===== src/rtl/mdma_ram_fifo_pkg.sv =====
// Shared defaults and types for the MDMA RAM-backed streaming FIFO controller.
package mdma_ram_fifo_pkg;
    localparam int ADDR_W_DEF = 11;
    localparam int DATA_W_DEF = 18;
    localparam int SBE_CNT_W  = 16;

    typedef struct packed {
        logic [DATA_W_DEF-1:0] dat;
        logic                  dbe;
    } obuf_entry_t;
endpackage


===== src/rtl/mdma_ram_fifo_obuf.sv =====
// Small first-word-fall-through register FIFO that absorbs RAM read returns.
module mdma_ram_fifo_obuf #(
    parameter int DEPTH = 4,
    parameter int W     = 19,
    localparam int CNT_W = $clog2(DEPTH + 1),
    localparam int PTR_W = (DEPTH > 1) ? $clog2(DEPTH) : 1
) (
    input  logic             clk,
    input  logic             rst_n,
    input  logic             push,
    input  logic [W-1:0]     push_dat,
    input  logic             pop,
    output logic [W-1:0]     head,
    output logic [CNT_W-1:0] cnt,
    output logic             empty
);
    logic [W-1:0]     mem [DEPTH];
    logic [PTR_W-1:0] wr_ptr;
    logic [PTR_W-1:0] rd_ptr;

    // Depth need not be a power of two, so wrap explicitly.
    function automatic logic [PTR_W-1:0] ptr_inc(input logic [PTR_W-1:0] p);
        return (p == PTR_W'(DEPTH - 1)) ? '0 : p + 1'b1;
    endfunction

    always_ff @(posedge clk or negedge rst_n) begin
        if (!rst_n) begin
            wr_ptr <= '0;
            rd_ptr <= '0;
            cnt    <= '0;
        end else begin
            if (push) wr_ptr <= ptr_inc(wr_ptr);
            if (pop)  rd_ptr <= ptr_inc(rd_ptr);
            cnt <= cnt + CNT_W'(push) - CNT_W'(pop);
        end
    end

    always_ff @(posedge clk) begin
        if (push) mem[wr_ptr] <= push_dat;
    end

    assign head  = mem[rd_ptr];
    assign empty = (cnt == '0);

    assert property (@(posedge clk) disable iff (!rst_n) !(push && !pop && cnt == CNT_W'(DEPTH)));
endmodule


===== src/rtl/mdma_ram_fifo_ctl.sv =====
// Streaming valid/ready FIFO built on an external ECC RAM with credit-based read prefetch.
module mdma_ram_fifo_ctl
    import mdma_ram_fifo_pkg::*;
#(
    parameter int ADDR_W     = ADDR_W_DEF,
    parameter int DATA_W     = DATA_W_DEF,
    parameter int RD_LAT     = 2,
    parameter int OBUF_DEPTH = RD_LAT + 2
) (
    input  logic                 clk,
    input  logic                 rst_n,
    input  logic                 in_vld,
    output logic                 in_rdy,
    input  logic [DATA_W-1:0]    in_dat,
    output logic                 out_vld,
    input  logic                 out_rdy,
    output logic [DATA_W-1:0]    out_dat,
    output logic                 out_dbe,
    output logic [ADDR_W-1:0]    ram_wadr,
    output logic                 ram_wen,
    output logic [DATA_W-1:0]    ram_wdat,
    output logic                 ram_ren,
    output logic [ADDR_W-1:0]    ram_radr,
    input  logic [DATA_W-1:0]    ram_rdat,
    input  logic                 ram_rsbe,
    input  logic                 ram_rdbe,
    input  logic                 clr_err,
    output logic [ADDR_W:0]      occupancy,
    output logic [SBE_CNT_W-1:0] sbe_cnt,
    output logic                 dbe_seen
);
    localparam int DEPTH  = 2 ** ADDR_W;
    localparam int CNT_W  = ADDR_W + 1;
    localparam int OCNT_W = $clog2(OBUF_DEPTH + 1);
    localparam int CRED_W = OCNT_W + 1;

    logic              accept;
    logic              pop;
    logic              tail;
    logic              ret_sbe;
    logic              ret_dbe;
    logic [ADDR_W-1:0] wptr;
    logic [ADDR_W-1:0] rptr;
    logic [CNT_W-1:0]  pend;
    logic [CNT_W-1:0]  pend_nxt;
    logic [CNT_W-1:0]  avail;
    logic [RD_LAT-1:0] vpipe;
    logic [OCNT_W-1:0] inflight;
    logic [OCNT_W-1:0] obuf_cnt;
    logic              obuf_empty;
    obuf_entry_t       push_ent;
    obuf_entry_t       head_ent;

    function automatic logic [SBE_CNT_W-1:0] sat_inc(input logic [SBE_CNT_W-1:0] v);
        return (v == '1) ? v : v + 1'b1;
    endfunction

    assign accept   = in_vld & in_rdy;
    assign pop      = out_vld & out_rdy;
    assign tail     = vpipe[RD_LAT-1];
    assign ret_dbe  = tail & ram_rdbe;
    assign ret_sbe  = tail & ram_rsbe & ~ram_rdbe;
    assign pend_nxt = pend + CNT_W'(accept) - CNT_W'(ram_ren);

    always_comb begin
        inflight = '0;
        for (int i = 0; i < RD_LAT; i++) inflight = inflight + OCNT_W'(vpipe[i]);
    end

    // Credits cover both in-flight reads and buffered words, so returns always find room.
    assign ram_ren  = (avail != '0) &&
                      ((CRED_W'(inflight) + CRED_W'(obuf_cnt)) < CRED_W'(OBUF_DEPTH));
    assign ram_radr = rptr;

    always_ff @(posedge clk or negedge rst_n) begin
        if (!rst_n) begin
            in_rdy    <= 1'b0;
            wptr      <= '0;
            rptr      <= '0;
            ram_wen   <= 1'b0;
            ram_wadr  <= '0;
            ram_wdat  <= '0;
            pend      <= '0;
            avail     <= '0;
            vpipe     <= '0;
            occupancy <= '0;
        end else begin
            in_rdy  <= (pend_nxt < CNT_W'(DEPTH));
            ram_wen <= accept;
            if (accept) begin
                ram_wadr <= wptr;
                ram_wdat <= in_dat;
                wptr     <= wptr + 1'b1;
            end
            pend  <= pend_nxt;
            avail <= avail + CNT_W'(ram_wen) - CNT_W'(ram_ren);
            if (ram_ren) rptr <= rptr + 1'b1;
            vpipe     <= (vpipe << 1) | RD_LAT'(ram_ren);
            occupancy <= occupancy + CNT_W'(accept) - CNT_W'(pop);
        end
    end

    // A same-cycle error outranks clr_err.
    always_ff @(posedge clk or negedge rst_n) begin
        if (!rst_n) begin
            sbe_cnt  <= '0;
            dbe_seen <= 1'b0;
        end else begin
            if (ret_sbe)      sbe_cnt <= clr_err ? SBE_CNT_W'(1) : sat_inc(sbe_cnt);
            else if (clr_err) sbe_cnt <= '0;
            if (ret_dbe)      dbe_seen <= 1'b1;
            else if (clr_err) dbe_seen <= 1'b0;
        end
    end

    assign push_ent.dat = ram_rdat;
    assign push_ent.dbe = ram_rdbe;

    mdma_ram_fifo_obuf #(
        .DEPTH (OBUF_DEPTH),
        .W     ($bits(obuf_entry_t))
    ) u_obuf (
        .clk      (clk),
        .rst_n    (rst_n),
        .push     (tail),
        .push_dat (push_ent),
        .pop      (pop),
        .head     (head_ent),
        .cnt      (obuf_cnt),
        .empty    (obuf_empty)
    );

    assign out_vld = ~obuf_empty;
    assign out_dat = out_vld ? head_ent.dat : '0;
    assign out_dbe = out_vld & head_ent.dbe;
endmodule


===== config.mk =====
export PLATFORM = sky130hd
export DESIGN_NAME = mdma_ram_fifo_ctl
export DESIGN_NICKNAME = d
export VERILOG_FILES = /design/src/rtl/mdma_ram_fifo_pkg.sv /design/src/rtl/mdma_ram_fifo_obuf.sv /design/src/rtl/mdma_ram_fifo_ctl.sv
export SDC_FILE = /design/constraint.sdc
export NUM_CORES = 1
export LEC_CHECK = 0
export BUFFER_PORTS_ARGS = -buffer_cell sky130_fd_sc_hd__buf_2
export CORE_UTILIZATION = 62
export DETAILED_ROUTE_END_ITERATION = 12
export PLACE_DENSITY_LB_ADDON = 0.3
export SYNTH_ARGS = -nofsm -noshare
export SYNTH_HDL_FRONTEND = slang
export SYNTH_HIERARCHICAL = 1
export SYNTH_SLANG_ARGS = --single-unit

===== constraint.sdc =====
create_clock -name clk -period 7.3 [get_ports clk]
set_clock_uncertainty 0.2 [all_clocks]
set_input_delay 0.73 -clock clk [delete_from_list [all_inputs] [get_ports clk]]
set_output_delay 0.73 -clock clk [all_outputs]
set_load 0.05 [all_outputs]

==> results.md, run 1 <==
- Setup crit end kind: register
- RSZ-0062 raised after global routing: no
- Primary FF master, synth: dfrtp_1
- Post-synthesis cell type count: 63
- Final net count: 958
- Skew-Pair Late Insertion Delay: 430 ps
- XOR/XNOR share of the synthesized area: 6.42%
- Length of the first detailed-routing pass in iterations: 6
- Residual DRC: 0
- Pwr Density: 314 nW/um^2
- Hold Crit Depth: 0
- Synth area leaders: dfrtp_1 (32%), edfxtp_1 (25%), ha_1 (6.9%)
- GR Util All Layers: 23.8%
- Worst vdd ir: 0.173 mV
- Share of cells above drive strength 1: 24.1%
- Total wire length: 16.8 mm
- H-tree depth: 4
- Terminus of the critical flop-to-flop path: pend[10]
- CP max FO: 35
- Max_slew headroom: 26.6%
- Mux contribution to synthesized area: 5.50%
- Pleak: 4.86 nW
- Root Buffer: clkbuf_16
- First-pass GRT wire length: 27.3 mm
- Crit path required time: 7450 ps
- Hold WC Path Type: reg -> reg
- Fin crit period: 4580 ps
- Post-Synth Adder-Cell Area: 7.83%
- Post-CTS setup buffers: 0
- Initial antenna violation count: 0
- Synthesized Nets: 820
- Status: finished clean
- Yosys Warn Count: 6
- Worst-margin pin slew: 1100 ps
- Synth Area in Simple Gates: 13.0%
- Die area: 15000 um^2
- Reg2reg setup slack: 2720 ps
- Vias per cell: 5.50
- Cells after synthesis: 723
- Final setup vio count: 0
- #FFs+latches synth: 191
- Synth async-reset ratio: 60.2%
- CTS clock-pin slew for the worst setup and hold paths: 70 ps
- # resized after CTS: 0
- Vias in the first global route: 5762
- Final hold violation count: 0
- Site Rows: 43
- Syn avg cell area: 12.5 um^2
- Fmax: 0.218 GHz
- Final core utilization: 73.9%
- CP Data Arrival Time: 4730 ps
- Synth area leader: dfrtp_1
- Largest family of logic cells by synthesized area: simple AND/OR/NAND/NOR gates
- Chip width: 123 um
- Fin. max-slew vios: 0
- Via count: 5795
- Starting Density: 64.2%
- Post-route setup TNS: 0 ps
- Max-Cap Viols: 0
- WL/cell: 15.9 um
- Critical path class: in -> reg
- DP Wirelength: 11.6 mm
- Compound-Gate Fraction of Synth Area: 6.64%
- Core footprint: 14000 um^2
- Iter 0 DRT Violations: 313
- Die height: 123 um
- Placer Congestion: 0.804
- Reg2reg start: in_rdy
- Number of port buffers: 134
- Crit path to: pend[10]
- Routed Antenna Nets: 0
- Design Power: 0.00326 W
- Grt total ovfl: 0
- Area fraction of the dominant cell type after synthesis: 31.9%
- Tcrit/Tclk final: 62.8%
- CTS buffer count: 17
- Largest net degree at the start of global routing: 70
- Worst Reg2Reg Path Length in Cells: 9
- Seq/Total Area, Yosys: 57.3%
- CP Launch Type: input port
- Number of I/O pins: 135
- Synthesis-to-finish area growth: 15.1%
- Clock Tree Buf Depth: 2
- Crit path from: in_vld
- Post-synth EDFFs: 76
- CTS sink cnt: 191
- Antenna fix cells: 0
- TritonCTS clock tree: built
- Post-Syn Area: 9010 um^2
- Hold_buf cts: 0
-- stage by stage --
stage | setup slack [ps] | area, um^2 | cells | hold WS (ps)
after floorplan | 4010 | 9010 | 723 | 160
final | 2720 | 10400 | 1054 | 211
after global routing | 2310 | 10400 | 1054 | 217
after global placement | 2430 | 9830 | 1022 | 174
after CTS | 2710 | 10400 | 1054 | 207
after detailed placement | 2280 | 9830 | 1022 | 182
-- cell type report --
cell class,count,area (um^2)
Multi-Input combinational cell,462,3550
Clock buffer,20,457
Sequential cell,191,5160
Tap cell,180,225
Clock inverter,12,87.6
Inverter,52,195
Timing Repair Buffer,137,696
Fill cell,932,3670
-- registers in the layout, summed over array words and instances, names as in the netlist, 3 cells and up --
name        count
ram_radr       11
ram_wadr       11
ram_wdat       18
pend           12
u_obuf/mem     76
avail          12
occupancy      12
u_obuf/cnt      3
wptr           11
sbe_cnt        16
-- metal layers --
| layer | vias to the layer above | track usage [%] | wire length [um] |
|---|---|---|---|
| met5 | - | 0 | 0 |
| met4 | 0 | 7.85 | 267 |
| met3 | 22 | 4.65 | 565 |
| met2 | 106 | 42.0 | 8760 |
| met1 | 2872 | 29.4 | 7170 |
| li1 | 2795 | - | - |
-- how the worst min path moves through the flow --
stage                   from        to  slack, ps
global placement    vpipe[0]  vpipe[1]        170
detailed placement  vpipe[0]  vpipe[1]        180
CTS                 vpipe[0]  vpipe[1]        210
finish              vpipe[0]  vpipe[1]        210
global route        vpipe[0]  vpipe[1]        220
floorplan           vpipe[0]  vpipe[1]        160
-- placed cells by master, fill, tap and decap left out, types with 3 or more instances in the layout --
cell type and count:
buf_2 133, dfrtp_1 115, nand2_1 107, edfxtp_1 76, inv_1 51, ha_1 50
xnor2_1 46, a21oi_1 30, nor2_1 26, nor2b_1 22, xor2_1 20, mux4_2 18
clkbuf_16 17, nand3_1 14, a21o_1 13, o21ai_0 11, nand4_1 8, and3_1 8
and2_1 7, o211ai_1 7, nor3_1 6, nand2b_1 6, o21bai_1 6, clkinvlp_4 6
fa_1 4, buf_4 4, nand4_2 3, mux2i_1 3, nand3b_1 3, clkinv_1 3
a31oi_1 3, a211oi_1 3, mux2_2 3, clkinv_4 3
-- cell usage after synthesis, drive strengths merged, types with 3 or more instances --
cell	count
a211oi	5
a21o	13
a21oi	30
a221oi	3
a31oi	3
and2	8
and3	10
buf	9
clkbuf	9
dfrtp	115
edfxtp	76
fa	4
ha	50
inv	51
mux2	3
mux2i	3
mux4	19
nand2	108
nand2b	7
nand3	14
nand3b	3
nand4	11
nor2	27
nor2b	22
nor3	8
o211ai	7
o21ai	11
o21bai	6
xnor2	46
xor2	20
-- cell families (layout without fill, tap and decap cells) --
kind of cell / count (synthesis) / count (layout)
buf+inv: 70 / 221
simple gates: 231 / 231
xor+xnor: 66 / 66
compound gates: 86 / 86
fa+ha+maj: 54 / 54
mux: 25 / 25
flops: 191 / 191
-- power by group --
group / internal [W] / switching, W
Sequential: 0.00118 / 0.0000769
Clock: 0.000453 / 0.000394
Combinational: 0.000417 / 0.000742
-- critical path: stages --
cell and delay [ps]:
buf_2 90, nand2_1 790, clkinv_1 1090, ha_1 610, fa_1 420, a21o_1 200
a221oi_2 340, o31ai_1 110, a21oi_1 190, xnor2_1 150
No activity file was read; power rests on OpenSTA's default activity.
==> run 2, diff against run 1 <==
--- a/config.mk
+++ b/config.mk
@@ -6,7 +6,7 @@
 export NUM_CORES = 1
 export LEC_CHECK = 0
 export BUFFER_PORTS_ARGS = -buffer_cell sky130_fd_sc_hd__buf_2
-export CORE_UTILIZATION = 62
+export CORE_UTILIZATION = 52
 export DETAILED_ROUTE_END_ITERATION = 12
 export PLACE_DENSITY_LB_ADDON = 0.3
 export SYNTH_ARGS = -nofsm -noshare
==> constraint.sdc (replaced) <==
create_clock -name clk -period 4.1 [get_ports clk]
set_clock_uncertainty 0.2 [all_clocks]
set_input_delay 0.41 -clock clk [delete_from_list [all_inputs] [get_ports clk]]
set_output_delay 0.41 -clock clk [all_outputs]
set_load 0.05 [all_outputs]
==> run 2 against run 1 <==
Net effect:
- combinational power rose by 82%
- sequential share of layout area fell by 2.4 points
- count of clock-buffer cells in the layout fell by 3
- register-to-register slack got worse by 2000 ps
- critical path depth rose by 1
==> results.md, run 2 (same netlist as run 1, synthesis figures left out) <==
- Site Rows: 47
- Root Buffer: clkbuf_16
- CP max FO: 10
- Clock power share: 28.7%
- Placer Congestion: 0.788
- Largest net degree at the start of global routing: 70
- Fmax: 0.295 GHz
- Final hold violation count: 0
- Post-CTS setup buffers: 0
- Pwr Density: 555 nW/um^2
- First-pass GRT wire length: 28.0 mm
- Fin. max-slew vios: 0
- Max-Cap Viols: 0
- Hold_buf cts: 37
- DP Wirelength: 11.0 mm
- CP Data Arrival Time: 3510 ps
- Setup crit end kind: register
- RSZ-0062 raised after global routing: no
- Synthesis-to-finish area growth: 21.1%
- Slowest CP cell: fa_1
- Hold WC Path Type: in -> reg
- Initial antenna violation count: 0
- Tcrit/Tclk final: 82.6%
- Cell Int Power: 0.00380 W
- Switch Pwr: 0.00225 W
- Grt total ovfl: 0
- TritonCTS clock tree: built
- Vias in the first global route: 5855
- Fin cells: 1135
- Iter 0 DRT Violations: 264
- Final net count: 999
- WL/cell: 14.9 um
- Reg with most FFs: u_obuf/mem
- Critical path, cell by cell: ha_1 > a21o_1 > a221oi_4 > buf_4 > nand2b_2 > fa_1 > a21oi_1 > o22ai_1 > o211ai_1 > mux2i_1 > a2111oi_2
- Number of I/O pins: 135
- Routed Antenna Nets: 0
- # resized after CTS: 0
- Final setup vio count: 0
- Share of cells above drive strength 1: 23.8%
- Core footprint: 16800 um^2
- CTS sink cnt: 191
- Post-route setup TNS: 0 ps
- CTS clock-pin slew for the worst setup and hold paths: 70 ps
- Die height: 134 um
- Die area: 17900 um^2
- Share of power burned in registers: 36.5%
- Max reg flops: 76
- Critical path class: reg -> reg
- Sw Share: 37.2%
- Worst vdd ir: 0.418 mV
- Length of the first detailed-routing pass in iterations: 4
- Final core utilization: 65.1%
- GR Util All Layers: 20.1%
- Registers with the most flip-flops: u_obuf/mem: 76 flops, ram_wdat: 18 flops, sbe_cnt: 16 flops
- Status: finished clean
- Fin crit period: 3390 ps
- Crit-path max cell delay: 430 ps
- Worst-margin pin slew: 1010 ps
- Max_slew headroom: 32.5%
- Via count: 5891
- Crit path required time: 4220 ps
- Most common cell after layout, fill and taps aside: buf_2
- Most used cells in the layout excluding fill and tap cells: buf_2 (133), dfrtp_1 (115), nand2_1 (107), edfxtp_1 (76), inv_1 (51)
- H-tree depth: 4
- Pleak: 5.09 nW
- Total wire length: 16.9 mm
- CTS buffer count: 17
- Starting Density: 53.8%
- Residual DRC: 0
- Antenna fix cells: 0
- CP Launch Type: register
- Placed Cells: 1066
- Number of port buffers: 134
- Clock Tree Buf Depth: 2
- Skew-Pair Late Insertion Delay: 440 ps
- Chip width: 134 um
- Vias per cell: 5.19
- Gate power share: 34.8%
run 2: changes by cell type in the layout (fill, tap and decap cells not counted), moves of 3 or more:
cell / before / now
clkinv_8: 0 / 3
inv_6: 1 / 4
dlygate4sd3_1: 0 / 37
clkinvlp_4: 6 / 1
buf_4: 4 / 8
inv_8: 0 / 4
run 2: path summary, 6_finish.rpt:
check / end / cells after the start / startpoint / slack, ps
max in group asynchronous: ram_wdat[1] / 3 / rst_n / 2370
min reg2reg: vpipe[1] / 0 / vpipe[0] / 200
min: u_obuf/mem[2][0] / 1 / ram_rdbe / 30
max: avail[10] / 11 / u_obuf/cnt[0] / 710
min in group asynchronous: u_obuf/rd_ptr[0] / 2 / rst_n / 460
max reg2reg: avail[10] / 11 / u_obuf/cnt[0] / 710
run 2: power by group through the flow:
stage	logic, W	clock network [W]	registers (W)
2_1_floorplan	0.00150	0	0.00242
3_3_place_gp	0.00206	0	0.00225
3_5_place_dp	0.00209	0	0.00225
4_1_cts	0.00213	0.00177	0.00221
5_1_grt	0.00229	0.00185	0.00223
6_report	0.00211	0.00173	0.00221
run 2: stage by stage:
stage / setup WS [ps] / hold WS (ps) / cell area [um^2] / total power (W)
6_report: 713 / 34.8 / 10900 / 0.00605
5_1_grt: 468 / 32.9 / 10900 / 0.00636
4_1_cts: 683 / 15.8 / 10900 / 0.00611
3_5_place_dp: 755 / 194 / 9910 / 0.00434
3_3_place_gp: 786 / 166 / 9910 / 0.00432
2_1_floorplan: 813 / -85.6 / 9010 / 0.00392
run 2: area by class of cell:
| class | count | area, um^2 |
|---|---|---|
| sequential | 191 | 5160 |
| fill | 1305 | 5850 |
| multi-input combinational | 462 | 3550 |
| clock inverter | 15 | 205 |
| inverter | 52 | 195 |
| tap | 220 | 275 |
| clock buffer | 17 | 425 |
| timing repair buffer | 178 | 1100 |
run 2: layer usage:
| layer | wire (um) | GRT usage [%] | up-vias | share of wire, % |
|---|---|---|---|---|
| met4 | 289 | 7.13 | 0 | 1.7 |
| met1 | 7570 | 25.7 | 2882 | 45 |
| met3 | 604 | 4.19 | 24 | 3.6 |
| met2 | 8420 | 34.1 | 108 | 50 |
| met5 | 0 | 0 | - | 0 |
| li1 | - | - | 2877 | - |
run 2: critical path, delay by kind of cell (launching register included):
family                   cells  cell delay [ps]
AO/OA/AOI/OAI                6             1480
adder cells (fa/ha/maj)      2              720
buffers and inverters        1              250
flip-flops                   1              410
multiplexers                 1              120
AND/OR/NAND/NOR              1               90
